File: config.mk
export PLATFORM = sky130hd
export DESIGN_NAME = serial_adder_n
export DESIGN_NICKNAME = d
export VERILOG_FILES = /design/src/rtl/serial_adder_n.sv
export SDC_FILE = /design/constraint.sdc
export NUM_CORES = 1
export LEC_CHECK = 0
export CORE_ASPECT_RATIO = 1.75
export CORE_MARGIN = 2
export CORE_UTILIZATION = 54
export CTS_BUF_LIST = sky130_fd_sc_hd__clkbuf_8
export CTS_CLUSTER_SIZE = 30
export DETAILED_ROUTE_END_ITERATION = 6
export GPL_ROUTABILITY_DRIVEN = 0
export HOLD_SLACK_MARGIN = 0.02
export PLACE_DENSITY = 0.87
export SETUP_SLACK_MARGIN = 0.05
export SYNTH_ARGS = -nofsm -noshare
export SYNTH_HDL_FRONTEND = slang
export SYNTH_SLANG_ARGS = --single-unit
File: constraint.sdc
create_clock -name clk -period 1.69 [get_ports clk]
set_input_delay 0.507 -clock clk [delete_from_list [all_inputs] [get_ports clk]]
set_output_delay 0.507 -clock clk [all_outputs]
set_load 0.1 [all_outputs]
File: src/rtl/serial_adder_n.sv
// serial_adder_n: multi-cycle add/subtract, DIGIT bits per clock
// through a small ripple chain with a registered inter-digit carry.
module serial_adder_n #(
   parameter int WIDTH = 8,
   parameter int DIGIT = 1
) (
   input  logic             clk,
   input  logic             rst_n,
   input  logic             start,
   input  logic             sub,
   input  logic [WIDTH-1:0] a,
   input  logic [WIDTH-1:0] b,
   input  logic             cin,
   output logic             busy,
   output logic             done,
   output logic [WIDTH-1:0] sum,
   output logic             cout,
   output logic             overflow
);

   if (WIDTH < 2 || DIGIT < 1 || DIGIT > WIDTH ||
       (WIDTH % DIGIT) != 0) begin : g_param_err
      $error("serial_adder_n: illegal WIDTH/DIGIT");
   end

   localparam int N  = WIDTH / DIGIT;
   localparam int CW = (N > 1) ? $clog2(N) : 1;
   localparam logic [CW-1:0] LAST = CW'(N - 1);

   typedef enum logic [1:0] {
      S_IDLE,
      S_RUN,
      S_DONE
   } state_t;

   state_t           state_q;
   logic [CW-1:0]    cnt_q;
   logic [WIDTH-1:0] a_q;
   logic [WIDTH-1:0] b_q;
   logic [WIDTH-1:0] res_q;
   logic             carry_q;
   logic             busy_q;
   logic             done_q;
   logic [WIDTH-1:0] sum_q;
   logic             cout_q;
   logic             ovf_q;

   logic [DIGIT-1:0] dig_d;
   logic [WIDTH-1:0] res_d;
   logic [WIDTH-1:0] bsel_d;
   logic             dcar_d;
   logic             cmsb_d;
   logic             rc;

   // cmsb_d ends up holding the carry into the top bit of the digit
   always_comb begin
      rc     = carry_q;
      dig_d  = '0;
      cmsb_d = 1'b0;
      for (int i = 0; i < DIGIT; i++) begin
         cmsb_d   = rc;
         dig_d[i] = a_q[i] ^ b_q[i] ^ rc;
         rc       = (a_q[i] & b_q[i]) | (rc & a_q[i]) |
                    (rc & b_q[i]);
      end
      dcar_d = rc;
      res_d  = res_q >> DIGIT;
      res_d[WIDTH-1 -: DIGIT] = dig_d;
      bsel_d = sub ? ~b : b;
   end

   always_ff @(posedge clk) begin
      if (!rst_n) begin
         state_q <= S_IDLE;
         cnt_q   <= '0;
         a_q     <= '0;
         b_q     <= '0;
         res_q   <= '0;
         carry_q <= 1'b0;
         busy_q  <= 1'b0;
         done_q  <= 1'b0;
         sum_q   <= '0;
         cout_q  <= 1'b0;
         ovf_q   <= 1'b0;
      end else begin
         unique case (state_q)
            S_IDLE, S_DONE: begin
               done_q <= 1'b0;
               if (start) begin
                  state_q <= S_RUN;
                  busy_q  <= 1'b1;
                  cnt_q   <= '0;
                  a_q     <= a;
                  b_q     <= bsel_d;
                  carry_q <= cin ^ sub;
               end else begin
                  state_q <= S_IDLE;
               end
            end
            S_RUN: begin
               a_q     <= a_q >> DIGIT;
               b_q     <= b_q >> DIGIT;
               res_q   <= res_d;
               carry_q <= dcar_d;
               if (cnt_q == LAST) begin
                  state_q <= S_DONE;
                  cnt_q   <= '0;
                  busy_q  <= 1'b0;
                  done_q  <= 1'b1;
                  sum_q   <= res_d;
                  cout_q  <= dcar_d;
                  ovf_q   <= cmsb_d ^ dcar_d;
               end else begin
                  cnt_q <= cnt_q + CW'(1);
               end
            end
            default: begin
               state_q <= S_IDLE;
               busy_q  <= 1'b0;
               done_q  <= 1'b0;
            end
         endcase
      end
   end

   assign busy     = busy_q;
   assign done     = done_q;
   assign sum      = sum_q;
   assign cout     = cout_q;
   assign overflow = ovf_q;

endmodule
==> summary.md, run 1 <==
| Metric | Value |
|---|---|
| Cell taking the most area after synthesis | dfxtp_1 |
| Mapped cell area | 1810 um2 |
| Die area | between 3000 and 4000 um2 |
| Yosys reg bits | 41 |
| Per-cell routed wire length | 12.3 um |
| Dominant cells by area after synthesis | dfxtp_1 45%, a21boi_1 12%, nand3_1 7.5%, a22oi_1 6.2%, nand2_1 5.4% |
| Fmax achieved | 677 MHz |
| EDFF count, synth | 0 |
| Post-Syn Instances | 194 |
| Initial antenna violation count | 0 |
| Final core occ | about three quarters |
| 1st-iter DRT viols | 38 |
| Kind of end point of the critical path | flop |
| Worst-path clk slew | 0.07 ns |
| Slowest CP cell | dfxtp_1 |
| Overall Power | 1.93 mW |
| Htree depth | 2 |
| Worst path bufs/invs | 0 |
| DRC | 0 |
| Pwr Density | 813 nW/um2 |
| Vias in the first global route | between 1500 and 2000 |
| Crit-path max cell delay | between 0.3 and 0.4 ns |
| Max cap viols | 0 |
| TritonCTS clock tree | built |
| Post-synthesis async set-or-reset flop share | 0% |
| Core region area | between 3000 and 4000 um2 |
| DR pass1 iterations | 4 |
| Slew Viols, Final | 0 |
| Setup TNS | 0 ns |
| Clock tree buffer depth | 2 |
| Tcrit/Tclk final | 87.3% |
| Post-CTS Setup Repair Bufs | 0 |
| Resized cells post-CTS | 0 |
| Site Rows | 27 |
| Crit path from | cnt_q[0] |
| Largest net degree at the start of global routing | between 40 and 50 |
| Critical Path AT | between 1.5 and 2 ns |
| Clock Sinks | 41 |
| Syn Nets | 219 |
| GR Overflow Total | 0 |
| Fin Hold WS | 0.470 ns |
| Syn. warnings | 0 |
| Crit path kind | flop to flop |
| Synth cell types | 28 |
| Vias/cell | between 5 and 6 |
| FF-to-FF Start | cnt_q[0] |
| Worst min-delay path startpoint | b_q[1] |
| Synth top area share | 45.4% |
| Status | finished clean |
| Layout cells sized above 1 | about 13% |
| Least-Margin Pin Slew | 0.429 ns |
| CTS buffer count | 5 |
| Area growth from synthesis to layout | 31.1% |
| Worst Hold Class | flop to flop |
| Leakage power | 0.910 nW |
| Maximum vdd drop | roughly 0.82 mV |
| Critical path, cell by cell | ha_1 -> ha_1 -> nand3b_1 -> mux2i_1 -> nor2b_1 |
| Sequential area share after synthesis | 45.4% |
| DP Wirelength | 2.34 mm |
| Die Span X | 47.7 um |
| Starting density of the core | 56.9% |
| Final ANT Viol Nets | 0 |
| Avg Inst Size Synth | 9.32 um2 |
| Root buf cell | clkbuf_8 |
| Gr usage total | 21.2% |
| Most frequent CP cell | ha_1 |
| Inserted Diodes | 0 |
| Dpl cell area | 2280 um2 |
| Hold Violations, Final | 0 |
| Die height | 80.5 um |
| Final nets | 251 |
| RSZ-0062 raised after global routing | no |
| Routed WL | 3.32 mm |
| Via count | 1480 |
| Data required, critical path | 1.87 ns |
| Clock period minus worst slack | 1.48 ns |
| Worst clock skew | 0.00473 ns |
| Global-route wire length before repair | slightly below 6 mm |
| CP Launch Type | flop |
| IO Pins | 33 |
| Slew HR | 71.3% |
| Final std cell area, no fill | 2370 um2 |
| # setup viols final | 0 |
| I/O Buffers | 32 |
| Crit path max fanout | 10 |
| Post-cts hold buffer count | 0 |
| Later-pin clock latency in the skew report | slightly below 0.3 ns |
| Critical path's top delay family | adder cells |
| Post-synth top flop | dfxtp_1 |
[final cells by class]
| type | instances | area, um2 |
|---|---|---|
| repair buffers | 42 | 528 |
| clock inverters | 1 | 3.75 |
| well taps | 43 | 53.8 |
| fillers | 250 | 805 |
| clock buffers | 6 | 82.6 |
| flip-flops and latches | 41 | 821 |
| multi-input cells | 136 | 882 |
[where the power goes]
group          total [mW]  leakage, nW  switching, mW  internal [mW]
Sequential           1.03        0.334         0.0260           1.01
Combinational       0.269        0.527          0.135          0.134
Clock               0.626       0.0485          0.308          0.318
[worst paths after layout]
kind              endpoint  slack, ns  cells past startpoint
setup / recovery      cout       0.21                      5
hold / removal      b_q[1]       0.47                      2
setup reg to reg      cout       0.21                      5
hold reg to reg     b_q[1]       0.47                      2
[stage by stage]
stage | std cells | setup WS, ns
2_1_floorplan | 194 | 0.258
3_3_place_gp | 262 | 0.0588
4_1_cts | 269 | 0.172
6_report | 269 | 0.214
5_1_grt | 269 | 0.0561
3_5_place_dp | 262 | 0.0198
[per-layer routing]
metal  share of wire [%]  vias up  GRT usage (%)
li1                    -      738              -
met1                  39      697           23.1
met2                  55       39           36.3
met3                 3.9        6           4.04
met4                 2.0        0           10.8
met5                   0        -              0
[worst min-delay path: cells and delay by family (launching register included)]
kind             cells  cell delay (ns)
AO/OA/AOI/OAI        1             0.05
AND/OR/NAND/NOR      1             0.06
flip-flops           1             0.31
[registers in the layout (all words and copies together) (netlist names)]
name / flops
res_q: 7
cnt_q: 3
overflow: 1
done: 1
state_q: 2
b_q: 8
carry_q: 1
busy: 1
a_q: 8
sum: 8
cout: 1
[cell families (layout without fill, tap and decap cells)]
logic type	after synthesis	count (layout)	synth area share (%)
and+or+nand+nor	66	66	17.9
DFF	41	41	45.4
AOI/OAI and AO/OA	55	55	22.4
muxes	1	1	0.554
xor gates and xnor gates	10	10	4.84
buffers and inverters	17	49	5.81
adders and majority gates	4	4	3.18
[layout by cell type, fill, tap and decap left out]
master,Yosys,final
dfxtp_1,41,41
a21boi_1,28,28
nand3_1,27,27
nand2_1,26,26
clkdlybuf4s50_1,0,20
a22oi_1,15,15
buf_12,0,13
xor2_1,10,10
buf_4,3,9
a21boi_0,6,6
clkbuf_8,0,6
nor2b_1,4,4
ha_1,3,3
nand2b_1,2,2
o21ai_0,2,2
a21oi_1,2,2
and2b_1,1,1
and2_1,1,1
and3_1,1,1
o211a_1,1,1
nand3b_1,1,1
mux2i_1,1,1
nor2_1,1,1
nor3b_2,1,1
nor4b_1,1,1
a31oi_1,1,1
fa_1,1,1
inv_1,0,1
[synthesized netlist by cell type (4+ instances only)]
| master | count |
|---|---|
| a21boi_0 | 6 |
| a22oi_1 | 15 |
| nand2_1 | 26 |
| buf_2 | 5 |
| nand3_1 | 27 |
| nor2b_1 | 4 |
| clkbuf_1 | 5 |
| xor2_1 | 10 |
| dfxtp_1 | 41 |
| a21boi_1 | 28 |
(Power assumes the default switching activity.)
==> run 2, diff against run 1 <==
--- a/config.mk
+++ b/config.mk
@@ -14,6 +14,7 @@
 export GPL_ROUTABILITY_DRIVEN = 0
 export HOLD_SLACK_MARGIN = 0.02
 export PLACE_DENSITY = 0.87
+export REMOVE_ABC_BUFFERS = 1
 export SETUP_SLACK_MARGIN = 0.05
 export SYNTH_ARGS = -nofsm -noshare
 export SYNTH_HDL_FRONTEND = slang
==> run 2 against run 1 <==
Flip-flop and latch count stayed put. Global-route usage rose by 0.38 points. Sequential share of layout area decreased by 0.27 points. Critical endpoint is now a_q[2]. Highest routed layer unchanged.
==> summary.md, run 2 (synthesis results as in run 1) <==
| Metric | Value |
|---|---|
| DP Wirelength | 2.53 mm (+8.2%) |
| # setup viols final | 0 (unchanged) |
| Top routing layer used | met4 |
| Initial antenna violation count | 0 (unchanged) |
| Non-Filler Instances | 273 (+1.5%) |
| Commonest non-fill, non-tap cell in the layout | dfxtp_1 |
| Via count | 1495 (+1.0%) |
| Overall Power | 1.91 mW (-0.80%) |
| Data required, critical path | 1.90 ns (+0.03 ns) |
| Area growth from synthesis to layout | 32.2% |
| Max cap viols | 0 (unchanged) |
| CTS buffer count | 5 (unchanged) |
| Dpl cell area | 2300 um2 (+0.66%) |
| Fmax achieved | 721 MHz (+6.4%) |
| CP Launch Type | input port |
| Per-cell routed wire length | 12.7 um (+3.2%) |
| Slew Viols, Final | 0 (unchanged) |
| Flop pwr share | 54.1% (+0.6 points) |
| Starting density of the core | 56.9% (unchanged) |
| Worst Hold Class | flop to flop |
| I/O Buffers | 32 (unchanged) |
| Commonest cells after routing, fill and taps aside | 41 x dfxtp_1, 28 x a21boi_1, 27 x nand3_1 |
| Die Span X | 47.7 um (unchanged) |
| DR WL met3 | 145 um (+13%) |
| Crit path max fanout | 18 (+8) |
| TritonCTS clock tree | built |
| Worst-path clk slew | 0.08 ns (about the same) |
| Layout cells sized above 1 | 14.3% (+1.5 points) |
| Maximum vdd drop | 0.768 mV (-6.5%) |
| Crit path kind | input port to flop |
| Pwr Density | 800 nW/um2 (-1.6%) |
| Routed WL | 3.48 mm (+4.8%) |
| Hold Violations, Final | 0 (unchanged) |
| Worst clock skew | 0.0120 ns (+0.00729 ns) |
| DR pass1 iterations | 4 (unchanged) |
| Clock power share | 31.4% (-1.1 points) |
| Final core occ | 75.3% (+0.59 points) |
| Inst Count DP | 264 (+0.76%) |
| Die area | 3850 um2 (unchanged) |
| Cell count of the worst hold path | 2 (unchanged) |
| Final std cell area, no fill | 2390 um2 (+0.79%) |
| Clock Sinks | 41 (unchanged) |
| IO Pins | 33 (unchanged) |
| Die height | 80.5 um (unchanged) |
| 1st-iter DRT viols | 44 (+16%) |
| Resized cells post-CTS | 0 (unchanged) |
| Post-route setup slack | 0.303 ns (+0.0886 ns) |
| Leakage power | 0.925 nW (+1.6%) |
| Vias/cell | 5.48 (-0.47%) |
| Gr usage total | 21.6% (+0.38 points) |
| Least-Margin Pin Slew | 0.240 ns (-0.189 ns) |
| Worst r2r path cells | 6 (+1) |
| Largest net degree at the start of global routing | 23 (-45%) |
| Post-cts hold buffer count | 0 (unchanged) |
| Clock period minus worst slack | 1.39 ns (-0.0886 ns) |
| Status | finished clean |
| Htree depth | 2 (unchanged) |
| Final ANT Viol Nets | 0 (unchanged) |
| Kind of end point of the critical path | flop |
| Psw | 0.487 mW (+3.8%) |
| Inserted Diodes | 0 (unchanged) |
| Later-pin clock latency in the skew report | 0.30 ns (about the same) |
| GR Overflow Total | 0 (unchanged) |
| M1 WL | 1.36 mm (+5.4%) |
| Dpl ws | -0.00178 ns (-0.0216 ns) |
| Site Rows | 27 (unchanged) |
| Root buf cell | clkbuf_8 |
| RSZ-0062 raised after global routing | no |
| Clock tree buffer depth | 2 (unchanged) |
| Core region area | 3180 um2 (unchanged) |
| Gate power share | 14.5% (+0.5 points) |
| Final nets | 254 (+1.2%) |
| Tcrit/Tclk final | 82.1% (-5.2 points) |
| Internal Power | 1.42 mW (-2.3%) |
| Slew HR | 83.8% (+12 points) |
| Vias in the first global route | 1481 (-1.4%) |
| Sw frac | 25.5% (+1.1 points) |
| Critical Path AT | 1.60 ns (-0.06 ns) |
| Metal2 WL | 1.88 mm (+2.8%) |
| DRC | 0 (unchanged) |
| Global-route wire length before repair | 5.99 mm (+0.35%) |
## run 2: changes by cell type in the layout (fill, tap and decap cells not counted)
cell      previous run  this run
buf_4                9        12
clkinv_2             0         2
clkbuf_8             6         5
## run 2: what timing repair did
| item | CTS | global route |
|---|---|---|
| hold endpoints to repair | 0 | 0 |
| setup endpoints to repair | 0 | 2 |
| buffers inserted | 0 | 1 |
## run 2: final timing paths
kind,to,slack [ns],start
setup / recovery,a_q[2],0.30,start
hold / removal,res_q[1],0.46,res_q[1]
setup reg to reg,cout,0.32,cnt_q[0]
hold reg to reg,res_q[1],0.46,res_q[1]
## run 2: cell type report
| cell class | instances | area [um2] |
|---|---|---|
| clock buffers | 5 | 68.8 |
| fillers | 233 | 786 |
| flip-flops and latches | 41 | 821 |
| clock inverters | 3 | 13.8 |
| well taps | 43 | 53.8 |
| repair buffers | 45 | 551 |
| multi-input cells | 136 | 882 |
## run 2: layer usage
layer  GRT usage (%)  vias up
met5               0        -
li1                -      744
met3            6.07        9
met1            21.1      693
met4            11.1        0
met2            38.0       49
## run 2: worst max-delay path, cell delays in order
cell	delay, ns
clkdlybuf4s50_1	0.47
nor2b_1	0.13
buf_4	0.23
a22oi_1	0.09
a21boi_0	0.16
## run 2: power groups by stage
stage | Sequential, mW | Clock, mW | Combinational, mW
floorplan | 1.06 | 0 | 0.128
global placement | 1.05 | 0 | 0.269
detailed placement | 1.06 | 0 | 0.276
CTS | 1.03 | 0.615 | 0.278
global route | 1.04 | 0.661 | 0.303
finish | 1.03 | 0.600 | 0.278
## run 2: per-stage QoR
stage | hold WS (ns) | TNS, ns
floorplan | 0.435 | 0
global route | 0.472 | 0
finish | 0.458 | 0
global placement | 0.442 | 0
detailed placement | 0.447 | -0.00178
CTS | 0.458 | 0
